===== config.mk =====
export PLATFORM = sky130hd
export DESIGN_NAME = uart_timestamp_gen
export DESIGN_NICKNAME = d
export VERILOG_FILES = /design/src/rtl/uart_ts_pkg.sv /design/src/rtl/ts_pps_sync.sv /design/src/rtl/uart_timestamp_gen.sv
export SDC_FILE = /design/constraint.sdc
export NUM_CORES = 1
export LEC_CHECK = 0
export BUFFER_PORTS_ARGS = -buffer_cell sky130_fd_sc_hd__buf_2
export CELL_PAD_IN_SITES_DETAIL_PLACEMENT = 1
export CELL_PAD_IN_SITES_GLOBAL_PLACEMENT = 2
export CORE_ASPECT_RATIO = 2
export CORE_MARGIN = 1.5
export CORE_UTILIZATION = 32
export CTS_BUF_LIST = sky130_fd_sc_hd__clkbuf_4 sky130_fd_sc_hd__clkbuf_8
export DETAILED_ROUTE_END_ITERATION = 6
export PLACE_DENSITY_LB_ADDON = 0.1
export SETUP_SLACK_MARGIN = 0.5
export SYNTH_ARGS = -nofsm -noshare
export SYNTH_HDL_FRONTEND = slang
export SYNTH_SLANG_ARGS = --single-unit

===== constraint.sdc =====
create_clock -name clk -period 2.8 [get_ports clk]
set_clock_uncertainty 0.2 [all_clocks]
set_input_delay 0.14 -clock clk [delete_from_list [all_inputs] [get_ports clk]]
set_output_delay 0.14 -clock clk [all_outputs]
set_load 0.02 [all_outputs]

===== src/rtl/uart_ts_pkg.sv =====
// Shared widths, constants and the stamp payload for the UART time-stamp generator.
package uart_ts_pkg;

  localparam int unsigned ACQ_W      = 4;
  localparam int unsigned MS_W       = 12;
  localparam int unsigned SEC_W      = 32;
  localparam int unsigned PRESC_W    = 16;
  localparam int unsigned MS_PER_SEC = 1000;
  localparam int unsigned MS_HALF    = 500;

  typedef struct packed {
    logic [ACQ_W-1:0] acq;
    logic [MS_W-1:0]  ms;
    logic [SEC_W-1:0] sec;
  } ts_stamp_t;

endpackage


===== src/rtl/ts_pps_sync.sv =====
// Two-flop synchronizer for the asynchronous PPS pin plus rising-edge detect.
module ts_pps_sync (
  input  logic clk,
  input  logic rst,
  input  logic pps_i,
  output logic pps_edge_c
);

  logic meta_q, meta_d;
  logic sync_q, sync_d;
  logic prev_q, prev_d;

  always_comb begin
    meta_d = pps_i;
    sync_d = meta_q;
    prev_d = sync_q;
  end

  always_ff @(posedge clk) begin
    if (!rst) begin
      meta_q <= 1'b0;
      sync_q <= 1'b0;
      prev_q <= 1'b0;
    end else begin
      meta_q <= meta_d;
      sync_q <= sync_d;
      prev_q <= prev_d;
    end
  end

  // High for exactly one cycle after the synchronized level rises.
  assign pps_edge_c = sync_q & ~prev_q;

endmodule


===== src/rtl/uart_timestamp_gen.sv =====
// Free-running sub-ms / ms / seconds stamp source with host load and optional PPS alignment
// (PPS alignment enabled by defining TIMESTAMP_PPS_SYNC_EN).
module uart_timestamp_gen
  import uart_ts_pkg::*;
#(
  parameter int unsigned CLK_PER_TICK = 4000,
  parameter int unsigned TICK_PER_MS  = 10
) (
  input  logic             clk,
  input  logic             rst,
  input  logic             p_Enable_i,
  input  logic             p_TimeSet_i,
  input  logic [SEC_W-1:0] SecondSet_i,
  input  logic             p_Pps_i,
  output logic [ACQ_W-1:0] acqurate_stamp_o,
  output logic [MS_W-1:0]  millisecond_stamp_o,
  output logic [SEC_W-1:0] second_stamp_o,
  output logic             p_MsTick_o,
  output logic             p_SecTick_o,
  output logic             p_PpsSeen_o
);

  logic [PRESC_W-1:0] presc_q, presc_d;
  ts_stamp_t          stamp_q, stamp_d;
  logic               ms_tick_q, ms_tick_d;
  logic               sec_tick_q, sec_tick_d;
  logic               pps_seen_q, pps_seen_d;
  logic               pps_edge_c;
  logic               presc_wrap_c;
  logic               acq_wrap_c;
  logic               ms_wrap_c;
  logic               ms_late_half_c;

`ifdef TIMESTAMP_PPS_SYNC_EN
  ts_pps_sync u_pps_sync (
    .clk        (clk),
    .rst        (rst),
    .pps_i      (p_Pps_i),
    .pps_edge_c (pps_edge_c)
  );
`else
  logic unused_pps_c;
  assign unused_pps_c = p_Pps_i;
  assign pps_edge_c   = 1'b0;
`endif

  assign presc_wrap_c   = (presc_q == PRESC_W'(CLK_PER_TICK - 1));
  assign acq_wrap_c     = (stamp_q.acq == ACQ_W'(TICK_PER_MS - 1));
  assign ms_wrap_c      = (stamp_q.ms == MS_W'(MS_PER_SEC - 1));
  assign ms_late_half_c = (stamp_q.ms >= MS_W'(MS_HALF));

  // Priority: host load, then PPS alignment, then normal cascaded counting.
  always_comb begin
    presc_d    = presc_q;
    stamp_d    = stamp_q;
    ms_tick_d  = 1'b0;
    sec_tick_d = 1'b0;
    pps_seen_d = pps_seen_q;

    if (p_TimeSet_i) begin
      presc_d     = '0;
      stamp_d.acq = '0;
      stamp_d.ms  = '0;
      stamp_d.sec = SecondSet_i;
      sec_tick_d  = 1'b1;
    end else if (pps_edge_c) begin
      presc_d     = '0;
      stamp_d.acq = '0;
      stamp_d.ms  = '0;
      // Past mid-second the pulse belongs to the next second.
      if (ms_late_half_c) begin
        stamp_d.sec = stamp_q.sec + SEC_W'(1);
      end
      sec_tick_d  = 1'b1;
      pps_seen_d  = 1'b1;
    end else if (p_Enable_i) begin
      if (presc_wrap_c) begin
        presc_d = '0;
        if (acq_wrap_c) begin
          stamp_d.acq = '0;
          ms_tick_d   = 1'b1;
          if (ms_wrap_c) begin
            stamp_d.ms  = '0;
            stamp_d.sec = stamp_q.sec + SEC_W'(1);
            sec_tick_d  = 1'b1;
          end else begin
            stamp_d.ms = stamp_q.ms + MS_W'(1);
          end
        end else begin
          stamp_d.acq = stamp_q.acq + ACQ_W'(1);
        end
      end else begin
        presc_d = presc_q + PRESC_W'(1);
      end
    end
  end

  always_ff @(posedge clk) begin
    if (!rst) begin
      presc_q    <= '0;
      stamp_q    <= '0;
      ms_tick_q  <= 1'b0;
      sec_tick_q <= 1'b0;
      pps_seen_q <= 1'b0;
    end else begin
      presc_q    <= presc_d;
      stamp_q    <= stamp_d;
      ms_tick_q  <= ms_tick_d;
      sec_tick_q <= sec_tick_d;
      pps_seen_q <= pps_seen_d;
    end
  end

  assign acqurate_stamp_o    = stamp_q.acq;
  assign millisecond_stamp_o = stamp_q.ms;
  assign second_stamp_o      = stamp_q.sec;
  assign p_MsTick_o          = ms_tick_q;
  assign p_SecTick_o         = sec_tick_q;
  assign p_PpsSeen_o         = pps_seen_q;

endmodule


* Yosys cells after proc, flatten, opt, wreduce, memory -nomap -nowiden
Cells that the tools add are included.
** Word-level totals
- Logic and storage cells :: 39
- Output and inout port bits :: 51
- Register bits after elaboration :: 66
- Bits of input ports :: 37
** Operators by class
- Mux-type cells :: 14
- Bitwise operators :: 3
- Equal/unequal tests :: 3
- Reductions and logical operators :: 9
- Add/subtract/negate cells :: 4
** Operators with widths (number)
- two-way mux 32 bit :: 5
- adder 32 x 1 -> 32 bit (second input constant) :: 1
- adder 16 x 1 -> 16 bit (second input constant) :: 1
- equality test 16 x 12 -> 1 bit (second input constant) :: 1
- two-way mux 16 bit :: 1
- adder 12 x 1 -> 12 bit (second input constant) :: 1
- equality test 12 x 10 -> 1 bit (second input constant) :: 1
- two-way mux 12 bit :: 1
- nonzero test 2 bit :: 4
- two-way mux 1 bit :: 6
- adder 4 x 1 -> 4 bit (second input constant) :: 1
- equality test 4 bit (second input constant) :: 1
- two-way mux 4 bit :: 1
- AND reduction 4 bit :: 1
- OR reduction 4 bit :: 1
- inverter 1 bit :: 3
- AND reduction 3 bit :: 1
- AND reduction 2 bit :: 1
- OR reduction 2 bit :: 1

* Logic depth before layout (Yosys ltp)
Gate-level depths: netlist of run 1.
- Depth after elaboration :: 6
- Depth in mapped cells :: 7
- Mapped depth without buffers :: 6

* Least setup slack after synthesis of run 1
Ideal clock, no wire load.
- Path type :: register to register
- Start :: reg stamp_q (netlist bit millisecond_stamp_o[0])
- End :: reg stamp_q (netlist bit second_stamp_o[15])
- Clock period less this slack :: 2583 ps
- Cell stages (with the launch flop) :: 8
- Slack :: 217 ps
- Buffers on the path :: 1
- Data arrival time :: 2262 ps
- Library setup time :: 122 ps
- Required time :: 2478 ps
- Cell sequence :: dfxtp_1 -> ha_1 -> nand4bb_1 -> or3_1 -> buf_2 -> or2_1 -> o31a_1 -> o311a_1
** Between the ends
- Word-level cells in the longest chain between the ends :: 3
** Ends and longest elaborated chain
- from (decl) :: RTL line uart_timestamp_gen.sv:24 : ts_stamp_t stamp_q, stamp_d;
- from (signal assigned) :: RTL line uart_timestamp_gen.sv:107 : stamp_q <= stamp_d;
- equality test 12 x 10 -> 1 bit :: RTL line uart_timestamp_gen.sv:49 : assign ms_wrap_c = (stamp_q.ms == MS_W'(MS_PER_SEC - 1));
- nonzero test 2 bit (no line)
- AND reduction 4 bit (no line)
Every way passes these cells.
A chain may end at the register's enable or synchronous reset.

* Worst setup path in the final report of run 1
- Start :: reg presc_q[14]
- End :: reg stamp_q (netlist bit second_stamp_o[16])
** Between the ends
- Word-level cells in the longest chain between the ends :: 3
** Ends and longest elaborated chain
- from (decl) :: RTL line uart_timestamp_gen.sv:23 : logic [PRESC_W-1:0] presc_q, presc_d;
- from (signal assigned) :: RTL line uart_timestamp_gen.sv:106 : presc_q <= presc_d;
- equality test 16 x 12 -> 1 bit :: RTL line uart_timestamp_gen.sv:47 : assign presc_wrap_c = (presc_q == PRESC_W'(CLK_PER_TICK - 1));
- nonzero test 2 bit (no line)
- AND reduction 4 bit (no line)
Every way passes these cells.

==> results of run 1 <==
==> what timing repair did <==
item	in CTS	in global routing
buffers inserted	20	2
hold buffers	34	0
cloned	1	1
pin swaps	22	15
endpoints found under the hold margin	35	0
resized for setup	23	24
endpoints found under the setup margin	33	57
==> Yosys cell counts (2+ instances only) <==
cell / instances
nor2_1: 41
nand3_1: 34
clkbuf_1: 18
and4_1: 7
nor4_1: 7
and2_1: 3
ha_1: 3
or4_1: 7
xor2_1: 16
inv_1: 6
a31oi_1: 11
nand4bb_1: 4
nor3b_1: 8
and3_1: 13
a311o_1: 4
xnor2_1: 6
nand2_1: 38
a211oi_1: 8
dfxtp_1: 66
a32oi_1: 5
buf_1: 2
nand2b_1: 4
nand3b_1: 2
o31ai_1: 7
a21oi_1: 11
nand4_1: 27
mux2i_1: 10
or3_1: 13
nor2b_1: 3
buf_2: 4
nor3_1: 15
o21ai_0: 26
==> tightest hold or removal path: stages <==
cell and delay, ns:
buf_2 0.07, o21ai_0 0.16, a211oi_1 0.20
==> layer usage <==
layer  global-route usage  wire [µm]  part of all wire
met1                0.218       4760              0.35
met5                    0          0                 0
met4               0.0825        374             0.028
met2                0.472       8060              0.60
met3               0.0360        323             0.024
==> per-stage QoR <==
step           hold WS, ns  instances  total power [µW]  worst slack, ns
5_1_grt             0.0779        746              2400            0.235
2_1_floorplan       0.0865        453              1180            0.330
6_report            0.0531        746              2290            0.279
3_5_place_dp         0.187        672              1290           0.0780
4_1_cts             0.0452        743              2320            0.251
3_3_place_gp         0.178        672              1280            0.183
==> sequential cells by signal, summed over array words and instances (netlist names) <==
| signal | count |
|---|---|
| acqurate_stamp_o | 4 |
| millisecond_stamp_o | 12 |
| p_MsTick_o | 1 |
| p_SecTick_o | 1 |
| presc_q | 16 |
| second_stamp_o | 32 |
==> area by class of cell <==
type | instances | area share
well taps | 142 | 0.0335
multi-input cells | 357 | 0.453
flip-flops and latches | 66 | 0.253
clock inverters | 4 | 0.0137
repair buffers | 159 | 0.212
clock buffers | 12 | 0.0312
inverters | 6 | 0.00425
==> power by group <==
group | switching, µW | total (µW) | leakage [µW] | internal (µW)
Clock | 405 | 979 | 0.000119 | 573
Sequential | 55.9 | 1030 | 0.000545 | 974
Combinational | 160 | 283 | 0.00149 | 123
Total | 621 | 2290 | 0.00215 | 1670
==> kinds of logic after synthesis <==
family / after synthesis / synth area share
other: 1 / 0.00102
DFF: 66 / 0.361
AOI/OAI and AO/OA: 80 / 0.142
buffers and inverters: 31 / 0.0341
xor gates and xnor gates: 22 / 0.0526
and+or+nand+nor: 239 / 0.369
adders and majority gates: 3 / 0.0102
muxes: 11 / 0.0304
==> path summary, 6_finish.rpt <==
kind | end | cells past startpoint
setup / recovery | second_stamp_o[16] | 5
hold / removal | second_stamp_o[17] | 3
setup reg to reg | second_stamp_o[16] | 5
hold reg to reg | millisecond_stamp_o[0] | 2
==> cells in the final DEF (no fill, tap or decap), drive strengths merged, types with 5 or more instances in the layout <==
cell type    instances
a21oi               11
nand4               27
and4                 7
dfxtp               66
nor3                16
xnor2                6
o21ai               26
a32oi                5
nor4                 8
mux2i               10
a31oi               11
or3                 14
nor3b                8
and3                13
dlygate4sd3         34
clkbuf              12
nand3               34
xor2                16
nor2                41
or4                  8
o31ai                7
buf                125
inv                  6
nand2               38
a211oi               8
==> summary.md, run 1 <==
| Metric | Value |
|---|---|
| Status | finished, final reports clean |
| Setup violations, final | 0 |
| Root Driver | clkbuf_8 |
| Worst-path fanout max | 4 |
| Slew HR | 0.571 |
| Nets@finish | 639 |
| Ant. Diodes | 0 |
| Tightest Hold Check Type | in -> reg |
| Max VDD drop | 0.277 mV |
| Area growth from synthesis to final layout | 44.6% |
| WL final | 13500 µm |
| Global-route wire length before repair | 21800 µm |
| Final Cycle Share | 0.900 |
| # rows | 55 |
| Pwr per Cell Area | 432 mW/mm² |
| Register bit total from synthesis | 66 |
| Worst path arrival time | 2.57 ns |
| Synth area leaders | dfxtp_1 (36%), nand3_1 (4.6%), nand4_1 (4.6%), nor2_1 (4.2%), nand2_1 (3.9%) |
| Critical Path, Cell by Cell | or4_4 > or3_4 > or4b_4 > mux2i_1 > a311o_1 |
| DIE AREA | 0.0121 mm² |
| Layout cells sized above 1 | 0.306 |
| FILL cells | 1371 |
| Reg-to-Reg Start | presc_q[14] |
| WL/cell | 18.1 µm |
| Largest net degree at the start of global routing | 48 |
| Max Slew Vio Count | 0 |
| Syn_area_per_cell | 8.09 µm² |
| Hold Vio Cnt, Final | 0 |
| Fin util | 0.473 |
| Placed cell area | 0.00432 mm² |
| Min cycle time layout | 2.52 ns |
| Core area | 0.0112 mm² |
| Cells after synthesis | 453 |
| Setup_tns | 0 ns |
| Grt total ovfl | 0 |
| Post-Syn Area | 0.00366 mm² |
| Clk_lat worst skew | 0.36 ns |
| CTS clk-pin slew, worst paths | 0.08 ns |
| Number of I/O pins | 88 |
| H-tree levels | 3 |
| Max incr delay on CP | 0.55 ns |
| Die Y | 154 µm |
| Post-synth EDFFs | 0 |
| CTS tree | done |
| Slew at the pin closest to its max-slew limit | 0.639 ns |
| CP top delay family | simple AND/OR/NAND/NOR gates |
| # Max-Cap Violations | 0 |
| Synth warn | 0 |
| Netlist cell types | 56 |
| Detailed-route via count | 4104 |
| Post-route ant nets | 0 |
| GRT Resource Usage Total | 0.230 |
| Total iterations of the first detailed-routing run | 4 |
| Hold Path Origin | SecondSet_i[17] |
| Synth top area share | 0.361 |
| RePlAce Congestion | 0.779 |
| Leading area contributor after synthesis | dfxtp_1 |
| Main flop type after synthesis | dfxtp_1 |
| Max Freq | 397 MHz |
| Multi-input logic area | 0.00240 mm² |
| Initial Utilization | 0.327 |
| Cell area after layout | 0.00530 mm² |
| Post-synthesis sequential area ratio | 0.361 |
| DRC viols | 0 |
| Slowest CP cell | or4b_4 |
| RSZ-0062 raised after global routing | yes |
| Die W | 78.7 µm |
| Total CTS buffers | 9 |
| Clock sinks | 66 |
| CTS max path bufs | 2 |
| Register area | 0.00134 mm² |
| Critical Path End Type | register |
| Critical path buffers and inverters | 0 |
| DR iter-0 viols | 113 |
| IO Port Bufs | 85 |
| Vias/cell | 5.50 |
| CP required | 2.85 ns |
| Critical path class | reg -> reg |
| Reg2Reg Setup Slack | 0.28 ns |
| Critical Path Source | presc_q[14] |
| Leak | 0.00215 µW |
| Post-DP HPWL | 9620 µm |
| Initial antenna violation count | 0 |
| Syn nets | 493 |
| Fraction of registers with async set/reset | 0 |
| Vias in the first global route | 4389 |
| Crit start category | register |
(Power assumes the default switching activity.)
==> run 2: changes to the inputs <==
CAP_MARGIN = 20   (was not set)
HOLD_SLACK_MARGIN = 0.08   (was not set)
clock period = 2.65 ns   (was 2.8 ns; I/O delays follow)
==> run 2 against run 1 <==
  * Final cell count is 4.6% higher
  * Core utilization is 4.5 points higher
  * Sequential cell count stayed put
==> summary.md, run 2 (same netlist as run 1, synthesis figures left out) <==
| Metric | Value |
|---|---|
| Critical Path End Type | register (unchanged) |
| Total CTS buffers | 9 (unchanged) |
| H-tree levels | 3 (unchanged) |
| Placed cell area | 0.00445 mm² (was 0.00432 mm²) |
| CP top delay family | simple AND/OR/NAND/NOR gates (unchanged) |
| Worst path arrival time | 2.63 ns (was 2.57 ns) |
| Clock sinks | 66 (unchanged) |
| Vias/cell | 5.58 (was 5.50) |
| CTS max path bufs | 2 (unchanged) |
| Clk_lat worst skew | 0.37 ns (was 0.36 ns) |
| Grt total ovfl | 0 (unchanged) |
| Cell area after layout | 0.00580 mm² (was 0.00530 mm²) |
| Detailed-route via count | 4356 (was 4104) |
| DR iter-0 viols | 114 (was 113) |
| Tightest Hold Check Type | in -> reg (unchanged) |
| RePlAce Congestion | 0.806 (was 0.779) |
| Core area | 0.0112 mm² (unchanged) |
| Hold Vio Cnt, Final | 0 (unchanged) |
| Metal2 WL | 8750 µm (was 8060 µm) |
| Setup_tns | 0 ns (unchanged) |
| WL/cell | 19.3 µm (was 18.1 µm) |
| WL final | 15100 µm (was 13500 µm) |
| Number of I/O pins | 88 (unchanged) |
| Max incr delay on CP | 0.56 ns (was 0.55 ns) |
| Design Power | 2360 µW (was 2290 µW) |
| Max Freq | 388 MHz (was 397 MHz) |
| Slowest CP cell | or4b_4 (unchanged) |
| Vias in the first global route | 4626 (was 4389) |
| Nets@finish | 673 (was 639) |
| FILL cells | 1330 (was 1371) |
| Multi-input logic area | 0.00260 mm² (was 0.00240 mm²) |
| M1 WL | 5380 µm (was 4760 µm) |
| Area growth from synthesis to final layout | 58.2% (was 44.6%) |
| DIE AREA | 0.0121 mm² (unchanged) |
| Min cycle time layout | 2.58 ns (was 2.52 ns) |
| Pwr per Cell Area | 407 mW/mm² (was 432 mW/mm²) |
| Initial antenna violation count | 0 (unchanged) |
| Max Slew Vio Count | 0 (unchanged) |
| CTS tree | done (unchanged) |
| Initial Utilization | 0.327 (unchanged) |
| Critical path buffers and inverters | 0 (unchanged) |
| Max VDD drop | 0.279 mV (was 0.277 mV) |
| IO Port Bufs | 85 (unchanged) |
| Top Metal Used | met4 (unchanged) |
| Worst-path fanout max | 2 (was 4) |
| Layout cells sized above 1 | 0.359 (was 0.306) |
| Slew HR | 0.132 (was 0.571) |
| Register area | 0.00134 mm² (about the same) |
| CTS clk-pin slew, worst paths | 0.08 ns (about the same) |
| Routed wl met3 | 423 µm (was 323 µm) |
| Critical path class | reg -> reg (unchanged) |
| Ant. Diodes | 0 (unchanged) |
| Largest net degree at the start of global routing | 31 (was 48) |
| Commonest non-fill, non-tap cell in the layout | buf_2 (unchanged) |
| Critical Path, Cell by Cell | or4_4 > or3_4 > or4b_4 > mux2i_1 > a311o_1 (unchanged) |
| Crit start category | register (unchanged) |
| Slew at the pin closest to its max-slew limit | 1.30 ns (was 0.639 ns) |
| Global-route wire length before repair | 23100 µm (was 21800 µm) |
| Total iterations of the first detailed-routing run | 4 (unchanged) |
| Post-route ant nets | 0 (unchanged) |
| Die Y | 154 µm (unchanged) |
| DRC viols | 0 (unchanged) |
| CP required | 2.70 ns (was 2.85 ns) |
| # rows | 55 (unchanged) |
| Die W | 78.7 µm (unchanged) |
| Leak | 0.00239 µW (was 0.00215 µW) |
| RSZ-0062 raised after global routing | yes (unchanged) |
| Final Cycle Share | 0.974 (was 0.900) |
| Setup violations, final | 0 (unchanged) |
| # Max-Cap Violations | 0 (unchanged) |
| Post-DP HPWL | 9820 µm (was 9620 µm) |
| GRT Resource Usage Total | 0.246 (was 0.230) |
| Root Driver | clkbuf_8 (unchanged) |
| Max reg flops | 32 (unchanged) |
| Status | finished, final reports clean (unchanged) |
| Commonest cells after routing, fill and taps aside | buf_2 (85), dfxtp_1 (58), dlygate4sd3_1 (43) (was buf_2 (85), dfxtp_1 (56), nor2_1 (39)) |
run 2: per-stage QoR:
step	util	worst slack, ns	hold WS [ns]	std cells
2_1_floorplan	-	0.180	0.0790	453
3_3_place_gp	0.397	0.115	0.177	687
3_5_place_dp	0.397	0.0674	0.184	687
4_1_cts	0.486	0.109	0.0893	767
5_1_grt	0.517	0.0235	0.130	780
6_report	0.517	0.0695	0.0828	780
run 2: cell type report:
cell class,count,area share
multi-input cells,359,0.448
repair buffers,191,0.251
clock inverters,2,0.00604
inverters,6,0.00388
flip-flops and latches,66,0.230
clock buffers,14,0.0300
well taps,142,0.0306
run 2: final timing paths:
path | from | end | slack [ns] | cells past startpoint
min | p_TimeSet_i | second_stamp_o[17] | 0.08 | 3
max | presc_q[15] | second_stamp_o[16] | 0.07 | 5
min reg2reg | millisecond_stamp_o[1] | millisecond_stamp_o[1] | 0.32 | 2
max reg2reg | presc_q[15] | second_stamp_o[16] | 0.07 | 5
run 2: worst min-delay path: cells and delay by family:
family	cells	cell delay, ns
AND/OR/NAND/NOR	1	0.20
AO/OA/AOI/OAI	1	0.06
buffers and inverters	1	0.21
run 2: power by group:
part / leakage, µW / internal [µW] / switching, µW
clock: 0.000111 / 517 / 415
combinational: 0.00173 / 152 / 190
sequential: 0.000544 / 1030 / 57.0
total: 0.00239 / 1700 / 662
run 2: metal layers:
layer | vias up | global-route usage
li1 | 2072 | -
met1 | 2151 | 0.237
met2 | 100 | 0.487
met3 | 33 | 0.0330
met4 | 0 | 0.120
met5 | - | 0
run 2: what timing repair did:
item / CTS / global route
hold buffers: 43 / 0
pin swaps: 20 / 35
gates cloned: 2 / 3
setup endpoints to repair: 54 / 62
buffers inserted: 19 / 10
endpoints found under the hold margin: 35 / 0
gates resized for setup: 35 / 49
==> run 3: changes to the inputs <==
CELL_PAD_IN_SITES_DETAIL_PLACEMENT = 0   (was 1)
CELL_PAD_IN_SITES_GLOBAL_PLACEMENT = 1   (was 2)
CORE_UTILIZATION = 41   (was 32)
SLEW_MARGIN = 20   (was not set)
==> run 3 against run 2 <==
  * Sequential share of layout area grew 1.3 points
  * Fmax rose by 3.8%
  * Critical path depth did not move
  * Final cell count decreased by 6.8%
  * Routed wire length down 18%
  * Design area decreased by 5.4%
==> summary.md, run 3 (same netlist as run 1, synthesis figures left out) <==
| Metric | Value |
|---|---|
| Status | finished, final reports clean (unchanged) |
| Min cycle time layout | 2.49 ns (was 2.58 ns) |
| Post-DP HPWL | 8330 µm (was 9820 µm) |
| DRC viols | 0 (unchanged) |
| Flop pwr share | 0.469 (was 0.460) |
| Commonest cells after routing, fill and taps aside | buf_2 (85), dfxtp_1 (57), buf_4 (42) (was buf_2 (85), dfxtp_1 (58), dlygate4sd3_1 (43)) |
| Fin util | 0.634 (was 0.517) |
| Max VDD drop | 0.293 mV (was 0.279 mV) |
| Nets@finish | 662 (was 673) |
| Pint | 1700 µW (about the same) |
| Min setup slack post-route | 0.163 ns (was 0.0695 ns) |
| H-tree levels | 3 (unchanged) |
| Initial Utilization | 0.424 (was 0.327) |
| Die Y | 137 µm (was 154 µm) |
| Setup_tns | 0 ns (unchanged) |
| # rows | 48 (was 55) |
| Worst path arrival time | 2.51 ns (was 2.63 ns) |
| Global-route wire length before repair | 19400 µm (was 23100 µm) |
| Slew HR | 0.604 (was 0.132) |
| Post-place setup slack | 0.0797 ns (was 0.0674 ns) |
| Core area | 0.00865 mm² (was 0.0112 mm²) |
| RePlAce Congestion | 0.858 (was 0.806) |
| Slew at the pin closest to its max-slew limit | 0.590 ns (was 1.30 ns) |
| Area growth from synthesis to final layout | 49.7% (was 58.2%) |
| Sw Ratio | 0.264 (was 0.280) |
| Max reg flops | 32 (unchanged) |
| DIE AREA | 0.00955 mm² (was 0.0121 mm²) |
| Initial antenna violation count | 0 (unchanged) |
| DR iter-0 viols | 211 (was 114) |
| Commonest non-fill, non-tap cell in the layout | buf_2 (unchanged) |
| Non-Filler Instances | 727 (was 780) |
| Detailed-route via count | 4202 (was 4356) |
| Tightest Hold Check Type | in -> reg (unchanged) |
| Placed insts | 640 (was 687) |
| CTS clk-pin slew, worst paths | 0.07 ns (was 0.08 ns) |
| Max Freq | 402 MHz (was 388 MHz) |
| Ant. Diodes | 0 (unchanged) |
| # Max-Cap Violations | 0 (unchanged) |
| CP required | 2.68 ns (was 2.70 ns) |
| Die W | 69.9 µm (was 78.7 µm) |
| Vias in the first global route | 4113 (was 4626) |
| Crit start category | register (unchanged) |
| Hold Vio Cnt, Final | 0 (unchanged) |
| Clock power share | 0.396 (was 0.395) |
| GRT Resource Usage Total | 0.253 (was 0.246) |
| Root Driver | clkbuf_8 (unchanged) |
| Leak | 0.00232 µW (was 0.00239 µW) |
| WL/cell | 17.0 µm (was 19.3 µm) |
| CTS max path bufs | 2 (unchanged) |
| Total iterations of the first detailed-routing run | 4 (unchanged) |
| CTS tree | done (unchanged) |
| Total CTS buffers | 9 (unchanged) |
| Comb pwr share | 0.135 (was 0.145) |
| Max Slew Vio Count | 0 (unchanged) |
| Number of I/O pins | 88 (unchanged) |
| Grt total ovfl | 0 (unchanged) |
| Vias/cell | 5.78 (was 5.58) |
| Setup violations, final | 0 (unchanged) |
| Layout cells sized above 1 | 0.324 (was 0.359) |
| RSZ-0062 raised after global routing | yes (unchanged) |
| Reg2Reg Setup Slack | 0.16 ns (was 0.07 ns) |
| Worst-path fanout max | 3 (was 2) |
| Critical Path End Type | register (unchanged) |
| Largest net degree at the start of global routing | 53 (was 31) |
| Post-route ant nets | 0 (unchanged) |
| Pwr per Cell Area | 421 mW/mm² (was 407 mW/mm²) |
| Clock sinks | 66 (unchanged) |
| WL final | 12400 µm (was 15100 µm) |
| Design Power | 2310 µW (was 2360 µW) |
| Critical path class | reg -> reg (unchanged) |
| IO Port Bufs | 85 (unchanged) |
| Net switching power | 610 µW (was 662 µW) |
| Final Cycle Share | 0.938 (was 0.974) |
| Clk_lat worst skew | 0.35 ns (was 0.37 ns) |
-- run 3: cell count changes in the layout (fill, tap and decap cells not counted), sizes merged --
| cell | before | now |
|---|---|---|
| nand4b | 3 | 2 |
| nand2 | 40 | 39 |
| dlygate4sd3 | 43 | 40 |
| buf | 148 | 141 |
| clkbuf | 14 | 15 |
-- run 3: path summary, 6_finish.rpt --
path | start | end | depth (start not counted)
worst max-delay path | presc_q[14] | second_stamp_o[16] | 5
worst min-delay path | p_TimeSet_i | second_stamp_o[23] | 3
worst max register to register | presc_q[14] | second_stamp_o[16] | 5
worst min register to register | presc_q[1] | presc_q[1] | 2
-- run 3: stage by stage --
stage          area (µm²)  hold slack, ns
2_1_floorplan        3710          0.0790
3_3_place_gp         4350           0.175
3_5_place_dp         4350           0.185
4_1_cts              5320          0.0898
5_1_grt              5490           0.141
6_report             5490           0.107
-- run 3: layout make-up --
type / instances / area [µm²]
flip-flops and latches: 66 / 1340
repair buffers: 182 / 1330
inverters: 6 / 22.5
clock buffers: 14 / 180
well taps: 100 / 125
fillers: 813 / 3160
clock inverters: 2 / 35.0
multi-input cells: 357 / 2460
-- run 3: what timing repair did --
item / in CTS / in global routing
hold buffers: 40 / 0
endpoints found under the setup margin: 49 / 61
endpoints found under the hold margin: 35 / 0
resized for setup: 29 / 29
pin swaps: 22 / 27
buffers inserted: 26 / 2
gates cloned: 2 / 1
-- run 3: per-layer routing --
| metal | track usage | wire length (µm) |
|---|---|---|
| met2 | 0.517 | 7360 |
| met1 | 0.251 | 4430 |
| met3 | 0.0383 | 328 |
| met5 | 0 | 0 |
| met4 | 0.0876 | 265 |
-- run 3: power groups by stage --
stage	registers, µW	clock network, µW	logic, µW
final	1080	916	312
after global routing	1090	972	339
after CTS	1080	937	307
after detailed placement	1100	0	258
after global placement	1100	0	254
after floorplan	1140	0	113
-- run 3: worst max-delay path, cell delays in order (launching register included) --
cell and delay, ns:
dfxtp_2 0.32, or4_4 0.52, or3_4 0.36, or4b_4 0.56, mux2i_1 0.14, a311o_1 0.27
